===== src/rtl/imem_loader_if.sv =====
// Byte-stream input and instruction-memory write bus for the program loader.
// The loader takes the slave view; the byte source and memory side take the master view.
interface imem_loader_if;
  logic [7:0]  in_data;
  logic        in_valid;
  logic        in_ready;
  logic        mem_we;
  logic [31:0] mem_addr;
  logic [31:0] mem_wdata;

  modport master (
    output in_data,
    output in_valid,
    input  in_ready,
    input  mem_we,
    input  mem_addr,
    input  mem_wdata
  );

  modport slave (
    input  in_data,
    input  in_valid,
    output in_ready,
    output mem_we,
    output mem_addr,
    output mem_wdata
  );
endinterface


===== src/rtl/imem_loader.sv =====
// Loads a length-prefixed little-endian byte stream into instruction memory,
// holding the core in reset until the whole program has been written.
//
// state | meaning
// IDLE  | waiting for start; core held; error (if any) held
// COUNT | accepting the word-count header byte
// DATA  | assembling four bytes into the next word
// WRITE | one-cycle memory write of the assembled word
// DONE  | load complete; core released
module imem_loader #(
  parameter int DEPTH = 64
) (
  input  logic         clk,
  input  logic         rst_n,
  input  logic         start,
  imem_loader_if.slave bus,
  output logic         cpu_rst_n,
  output logic         done,
  output logic         error
);
  localparam int IW = $clog2(DEPTH);

  typedef enum logic [2:0] {IDLE, COUNT, DATA, WRITE, DONE} state_t;

  state_t        state, state_nxt;
  logic [IW-1:0] word_idx;
  logic [1:0]    byte_idx;
  logic [7:0]    word_cnt;
  logic [31:0]   word_buf;
  logic          in_ready;
  logic          mem_we;
  logic          accept;
  logic          bad_cnt;
  logic          last_word;

  assign accept    = bus.in_valid && in_ready;
  assign bad_cnt   = (bus.in_data == 8'd0) || (int'(bus.in_data) > DEPTH);
  assign last_word = (8'(word_idx) == word_cnt - 8'd1);

  assign bus.in_ready  = in_ready;
  assign bus.mem_we    = mem_we;
  assign bus.mem_addr  = 32'({word_idx, 2'b00});
  assign bus.mem_wdata = word_buf;

  always_ff @(posedge clk or negedge rst_n) begin
    if (!rst_n) state <= IDLE;
    else        state <= state_nxt;
  end

  always_comb begin
    state_nxt = state;
    in_ready  = 1'b0;
    mem_we    = 1'b0;
    cpu_rst_n = 1'b0;
    done      = 1'b0;
    case (state)
      IDLE: begin
        if (start) state_nxt = COUNT;
      end
      COUNT: begin
        in_ready = 1'b1;
        if (bus.in_valid) state_nxt = bad_cnt ? IDLE : DATA;
      end
      DATA: begin
        in_ready = 1'b1;
        if (bus.in_valid && byte_idx == 2'd3) state_nxt = WRITE;
      end
      WRITE: begin
        mem_we    = 1'b1;
        state_nxt = last_word ? DONE : DATA;
      end
      DONE: begin
        done      = 1'b1;
        cpu_rst_n = 1'b1;
        if (start) state_nxt = COUNT;
      end
      default: state_nxt = IDLE;
    endcase
  end

  // Word index holds on the last write so it never passes N-1.
  always_ff @(posedge clk or negedge rst_n) begin
    if (!rst_n) begin
      word_idx <= '0;
      byte_idx <= '0;
      word_cnt <= '0;
      word_buf <= '0;
      error    <= 1'b0;
    end else begin
      case (state)
        IDLE, DONE: begin
          if (start) begin
            word_idx <= '0;
            byte_idx <= '0;
            error    <= 1'b0;
          end
        end
        COUNT: begin
          if (accept) begin
            word_cnt <= bus.in_data;
            if (bad_cnt) error <= 1'b1;
          end
        end
        DATA: begin
          if (accept) begin
            word_buf[{byte_idx, 3'b000} +: 8] <= bus.in_data;
            byte_idx <= byte_idx + 2'd1;
          end
        end
        WRITE: begin
          if (!last_word) word_idx <= word_idx + IW'(1);
        end
        default: ;
      endcase
    end
  end
endmodule

===== src/flat_wrapper.sv =====
// flat-port wrapper written by rule: the top's interface ports become plain ports
module imem_loader_flat 
#(
  parameter int DEPTH = 64
)
  (clk, rst_n, start, cpu_rst_n, done, error, bus_in_data, bus_in_valid, bus_in_ready, bus_mem_we, bus_mem_addr, bus_mem_wdata);
  imem_loader_if bus_i ();
  input  logic clk;
  input  logic rst_n;
  input  logic start;
  output logic cpu_rst_n;
  output logic done;
  output logic error;
  input wire logic [$bits(bus_i.in_data)-1:0] bus_in_data;
  input wire logic [$bits(bus_i.in_valid)-1:0] bus_in_valid;
  output wire logic [$bits(bus_i.in_ready)-1:0] bus_in_ready;
  output wire logic [$bits(bus_i.mem_we)-1:0] bus_mem_we;
  output wire logic [$bits(bus_i.mem_addr)-1:0] bus_mem_addr;
  output wire logic [$bits(bus_i.mem_wdata)-1:0] bus_mem_wdata;
  assign bus_i.in_data = bus_in_data;
  assign bus_i.in_valid = bus_in_valid;
  assign bus_in_ready = bus_i.in_ready;
  assign bus_mem_we = bus_i.mem_we;
  assign bus_mem_addr = bus_i.mem_addr;
  assign bus_mem_wdata = bus_i.mem_wdata;
  imem_loader #(.DEPTH(DEPTH)) u_core (.clk(clk), .rst_n(rst_n), .start(start), .bus(bus_i), .cpu_rst_n(cpu_rst_n), .done(done), .error(error));
endmodule

===== config.mk =====
export PLATFORM = sky130hd
export DESIGN_NAME = imem_loader_flat
export DESIGN_NICKNAME = d
export VERILOG_FILES = /design/src/rtl/imem_loader_if.sv /design/src/rtl/imem_loader.sv /design/src/flat_wrapper.sv
export SDC_FILE = /design/constraint.sdc
export NUM_CORES = 1
export LEC_CHECK = 0
export BUFFER_PORTS_ARGS = -buffer_cell sky130_fd_sc_hd__buf_2
export CORE_ASPECT_RATIO = 0.9
export CORE_UTILIZATION = 54
export CTS_BUF_LIST = sky130_fd_sc_hd__clkbuf_8
export DETAILED_ROUTE_END_ITERATION = 7
export HOLD_SLACK_MARGIN = 0.06
export PLACE_DENSITY_LB_ADDON = 0.25
export SLEW_MARGIN = 0
export SYNTH_ARGS = -nofsm -noshare
export SYNTH_HDL_FRONTEND = slang
export SYNTH_SLANG_ARGS = --single-unit

===== constraint.sdc =====
create_clock -name clk -period 2.8 [get_ports clk]
set_clock_uncertainty 0.15 [all_clocks]
set_input_delay 0.42 -clock clk [delete_from_list [all_inputs] [get_ports clk]]
set_output_delay 0.42 -clock clk [all_outputs]
set_load 0.02 [all_outputs]

==> flow_summary.html <==
<table>
<tr><th>Metric</th><th>Value</th></tr>
<tr><th colspan="2">Placement</th></tr>
<tr><td>Placed wire-length estimate</td><td>4526 µm</td></tr>
<tr><td>Post-placement worst setup slack</td><td>0.4555 ns</td></tr>
<tr><td>Global placer's final weighted congestion</td><td>0.8644</td></tr>
<tr><td>Total placed cells including tap cells</td><td>429</td></tr>
<tr><td>I/O Buffers</td><td>54</td></tr>
<tr><th colspan="2">Timing</th></tr>
<tr><td>Setup repair after global routing missed its margin</td><td>no</td></tr>
<tr><td>Final number of hold-violating endpoints</td><td>0</td></tr>
<tr><td>Final count of pins violating max slew</td><td>0</td></tr>
<tr><td>Minimum period implied by the final worst setup slack</td><td>2.412 ns</td></tr>
<tr><td>Post-route fraction of the period consumed by the critical path</td><td>86.14%</td></tr>
<tr><td>Final setup margin</td><td>0.3880 ns</td></tr>
<tr><td>Slew headroom</td><td>54.77%</td></tr>
<tr><td>Setup TNS after final layout</td><td>0 ns</td></tr>
<tr><td>Number of setup violations in the final report</td><td>0</td></tr>
<tr><td>Max Clock Freq</td><td>414.6 MHz</td></tr>
<tr><td>Measured slew at the worst slew-check pin</td><td>0.6784 ns</td></tr>
<tr><th colspan="2">Logic synthesis</th></tr>
<tr><td>Syn Std Cell Area</td><td>2825 µm²</td></tr>
<tr><td>Total of warnings raised by yosys</td><td>0</td></tr>
<tr><td>Fraction of the yosys area taken by sequential cells</td><td>46.06%</td></tr>
<tr><td>Top-area cell type share of the netlist area</td><td>46.06%</td></tr>
<tr><td>Synthesis-stage register bit count</td><td>52</td></tr>
<tr><td>Most instantiated flip-flop cell in the synthesis netlist</td><td>sky130_fd_sc_hd__dfrtp_1</td></tr>
<tr><td>Post-synthesis average cell area</td><td>8.997 µm²</td></tr>
<tr><td>Largest cells by area after synthesis</td><td>sky130_fd_sc_hd__dfrtp_1 (46%), sky130_fd_sc_hd__nand2_1 (8.5%), sky130_fd_sc_hd__buf_4 (7.4%)</td></tr>
<tr><td>Number of flops mapped to enable cells by yosys</td><td>0</td></tr>
<tr><td>Synthesized instance count</td><td>314</td></tr>
<tr><td>Number of distinct library cells after synthesis</td><td>47</td></tr>
<tr><td>Library cell with the largest summed area after synthesis</td><td>sky130_fd_sc_hd__dfrtp_1</td></tr>
<tr><td>Share of async-settable or async-resettable flops after synthesis</td><td>100.0%</td></tr>
<tr><th colspan="2">Clocking</th></tr>
<tr><td>Maximum number of buffers from clock root to sink</td><td>2</td></tr>
<tr><td>Number of clock sinks seen by CTS</td><td>52</td></tr>
<tr><td>PostCTS Resize Cnt</td><td>0</td></tr>
<tr><td>Number of buffers inserted by post-CTS setup repair</td><td>0</td></tr>
<tr><td>Clock input transition at the sequential cells of the worst setup and hold paths</td><td>0.10 ns</td></tr>
<tr><td>Count of H-tree levels built during CTS</td><td>2</td></tr>
<tr><td>Count of hold buffers inserted by post-cts repair</td><td>1</td></tr>
<tr><td>Clock root buffer</td><td>sky130_fd_sc_hd__clkbuf_8</td></tr>
<tr><td>Number of buffers inserted during clock tree synthesis</td><td>5</td></tr>
<tr><td>Worst-skew pair later-pin latency</td><td>0.31 ns</td></tr>
<tr><td>CTS tree</td><td>yes</td></tr>
<tr><th colspan="2">Worst setup path</th></tr>
<tr><td>Startpoint class of the critical path</td><td>register</td></tr>
<tr><td>Number of cells on the worst reg-to-reg path</td><td>8</td></tr>
<tr><td>Reg2Reg Launch Point</td><td>u_core.word_cnt[0]$_DFFE_PN0P_</td></tr>
<tr><td>Required arrival time at the worst endpoint</td><td>2.90 ns</td></tr>
<tr><td>Startpoint-to-endpoint class of the critical path</td><td>reg -&gt; reg</td></tr>
<tr><td>Setup crit end kind</td><td>register</td></tr>
<tr><td>CP Data Arrival Time</td><td>2.51 ns</td></tr>
<tr><td>Flop2flop setup slack</td><td>0.39 ns</td></tr>
<tr><td>Worst reg2reg path endpoint</td><td>u_core.word_idx[2]$_DFFE_PN0P_</td></tr>
<tr><td>Sequence of cells on the critical path</td><td>inv_1 -&gt; ha_1 -&gt; and4bb_2 -&gt; o211ai_1 -&gt; a31oi_1 -&gt; o211a_1 -&gt; or4b_1 -&gt; nand3_1</td></tr>
<tr><td>Peak per-stage delay on the critical path</td><td>0.55 ns</td></tr>
<tr><td>Critical-path cell with the highest stage delay</td><td>sky130_fd_sc_hd__or4b_1</td></tr>
<tr><td>Worst-path maximum fanout</td><td>13</td></tr>
<tr><th colspan="2">Global route</th></tr>
<tr><td>GRT Util Overall</td><td>24.41%</td></tr>
<tr><td>Pin count of the biggest net entering global routing</td><td>32</td></tr>
<tr><td>Vias in the first global route</td><td>2,188</td></tr>
<tr><td>Total grt overflow</td><td>0</td></tr>
<tr><td>Global-route wire length before repair</td><td>10,540 µm</td></tr>
<tr><td>Initial antenna violation count</td><td>0</td></tr>
<tr><th colspan="2">Drt</th></tr>
<tr><td>Number of optimization iterations in the first detailed-route pass</td><td>5</td></tr>
<tr><td>Number of nets with antenna violations after routing</td><td>0</td></tr>
<tr><td>Routed WL per cell</td><td>14.23 µm</td></tr>
<tr><td>Detail-routed via count per cell</td><td>5.404</td></tr>
<tr><td># DRC</td><td>0</td></tr>
<tr><td>Count of routing violations after the opening detailed-route iteration</td><td>148</td></tr>
<tr><td>Routed via count</td><td>2,367</td></tr>
<tr><td>Wire length after detailed routing</td><td>6231 µm</td></tr>
<tr><th colspan="2">Finish</th></tr>
<tr><td>Most common library cell in the layout ignoring fill and taps</td><td>sky130_fd_sc_hd__nand2_1</td></tr>
<tr><td># nets final</td><td>391</td></tr>
<tr><td>Final std cells w/o fill</td><td>438</td></tr>
<tr><td>Leading cell types in the layout, fill and taps excluded</td><td>sky130_fd_sc_hd__nand2_1 (64), sky130_fd_sc_hd__buf_2 (54), sky130_fd_sc_hd__dfrtp_1 (52)</td></tr>
<tr><td>Area overhead of the layout relative to synthesis</td><td>14.30%</td></tr>
<tr><td>Number of antenna repair diodes</td><td>0</td></tr>
<tr><td>Share of cells above drive strength 1</td><td>22.25%</td></tr>
<tr><th colspan="2">Floorplanning</th></tr>
<tr><td>Die area</td><td>5526 µm²</td></tr>
<tr><td>CORE AREA</td><td>4925 µm²</td></tr>
<tr><td>Number of primary I/O pins</td><td>81</td></tr>
<tr><td>Effective utilization at floorplan</td><td>57.37%</td></tr>
<tr><td>Number of standard-cell rows in the floorplan</td><td>24</td></tr>
<tr><td>Floorplan die height</td><td>70.62 µm</td></tr>
<tr><td>Chip Width</td><td>78.25 µm</td></tr>
<tr><th colspan="2">Hold path</th></tr>
<tr><td>Worst hold stages</td><td>2</td></tr>
<tr><td>Kind of path behind the tightest hold check</td><td>in -&gt; reg</td></tr>
<tr><td>Worst hold path startpoint</td><td>bus_in_valid</td></tr>
<tr><td>Worst hold path endpoint</td><td>u_core.state[0]$_DFFE_PN0P_</td></tr>
<tr><th colspan="2">Pwr</th></tr>
<tr><td>Peak supply drop</td><td>0.6737 mV</td></tr>
<tr><td>Ratio of total power to cell area</td><td>970.9 nW/µm²</td></tr>
<tr><td>Static leakage</td><td>1.594 nW</td></tr>
<tr><td>Design Power</td><td>0.003135 W</td></tr>
<tr><th colspan="2">Status</th></tr>
<tr><td>Outcome</td><td>completed</td></tr>
<tr><th colspan="2">Flow run</th></tr>
<tr><td>Max capacitance violation total</td><td>0</td></tr>
</table>
-- state kept, by name (all words and copies together), names as in the netlist --
register              cells
u_core.word_cnt           8
u_core.error              1
u_core.byte_idx           2
u_core.bus.mem_wdata     32
u_core.word_idx           6
u_core.state              3
-- metrics by stage --
step	hold WS, ns	util [%]	instance area, µm²
after global routing	0.2443	65.57	3229
after global placement	0.3062	62.58	3082
after CTS	0.2322	65.57	3229
final	0.2458	65.57	3229
after floorplan	-0.02559	-	2919
after detailed placement	0.3152	62.58	3082
-- worst max-delay path: cells and delay by family, from the launching register on --
kind                       cells  cell delay (ns)
AOI/OAI and AO/OA              3             0.50
adders and majority gates      1             0.26
buffers and inverters          1             0.09
DFF                            1             0.48
and+or+nand+nor                3             0.87
-- logic make-up after synthesis --
kind of cell    after synthesis  synth area share [%]
simple gates                120                 21.30
compound gates               67                 13.73
buf+inv                      54                 11.07
flops                        52                 46.06
fa+ha+maj                     7                 3.100
mux                           7                 2.746
xor+xnor                      6                 1.860
other cells                   1                0.1327
-- worst max-delay path by stage --
stage                                         from                             end  cells after the start
global route        u_core.word_cnt[0]$_DFFE_PN0P_  u_core.word_idx[2]$_DFFE_PN0P_                      8
finish              u_core.word_cnt[0]$_DFFE_PN0P_  u_core.word_idx[2]$_DFFE_PN0P_                      8
floorplan           u_core.word_cnt[0]$_DFFE_PN0P_  u_core.word_idx[5]$_DFFE_PN0P_                      8
global placement    u_core.word_cnt[0]$_DFFE_PN0P_  u_core.word_idx[2]$_DFFE_PN0P_                      8
CTS                 u_core.word_cnt[0]$_DFFE_PN0P_  u_core.word_idx[2]$_DFFE_PN0P_                      8
detailed placement  u_core.word_cnt[0]$_DFFE_PN0P_  u_core.word_idx[2]$_DFFE_PN0P_                      8
-- cell type report --
cell class	instances	area, µm²
Fill cell	428	1695
Multi-Input combinational cell	233	1305
Sequential cell	52	1301
Timing Repair Buffer	63	340.3
Tap cell	65	81.33
Clock buffer	5	68.82
Clock inverter	3	68.82
Inverter	17	63.81
-- synth_stat cells (2+ instances only) --
cell / instances
sky130_fd_sc_hd__nor2b_1: 3
sky130_fd_sc_hd__or3_1: 3
sky130_fd_sc_hd__o211ai_1: 2
sky130_fd_sc_hd__dfrtp_1: 52
sky130_fd_sc_hd__ha_1: 7
sky130_fd_sc_hd__nand3_1: 16
sky130_fd_sc_hd__o2bb2ai_1: 2
sky130_fd_sc_hd__inv_1: 15
sky130_fd_sc_hd__o311ai_1: 2
sky130_fd_sc_hd__clkbuf_1: 5
sky130_fd_sc_hd__buf_2: 4
sky130_fd_sc_hd__mux2_2: 6
sky130_fd_sc_hd__nor3_1: 3
sky130_fd_sc_hd__nand2_1: 64
sky130_fd_sc_hd__nand2b_1: 2
sky130_fd_sc_hd__xor2_1: 5
sky130_fd_sc_hd__o21ai_0: 42
sky130_fd_sc_hd__a21oi_1: 8
sky130_fd_sc_hd__or4_1: 5
sky130_fd_sc_hd__nor2_1: 9
sky130_fd_sc_hd__buf_4: 28
sky130_fd_sc_hd__nor3b_1: 6
-- power breakdown --
part / switching [W] / internal (W) / total [W]
Clock: 0.000255 / 0.000360 / 0.000615
Sequential: 0.000247 / 0.000959 / 0.00121
Combinational: 0.000813 / 0.000502 / 0.00131
-- per-layer routing --
layer | vias up | wire, µm | global-route usage, %
li1 | 1136 | - | -
met1 | 1132 | 2836 | 34.01
met2 | 93 | 2969 | 39.77
met3 | 6 | 377 | 4.387
met4 | 0 | 48 | 6.173
met5 | - | 0 | 0
Note: power is estimated with default switching activity, not from simulation.
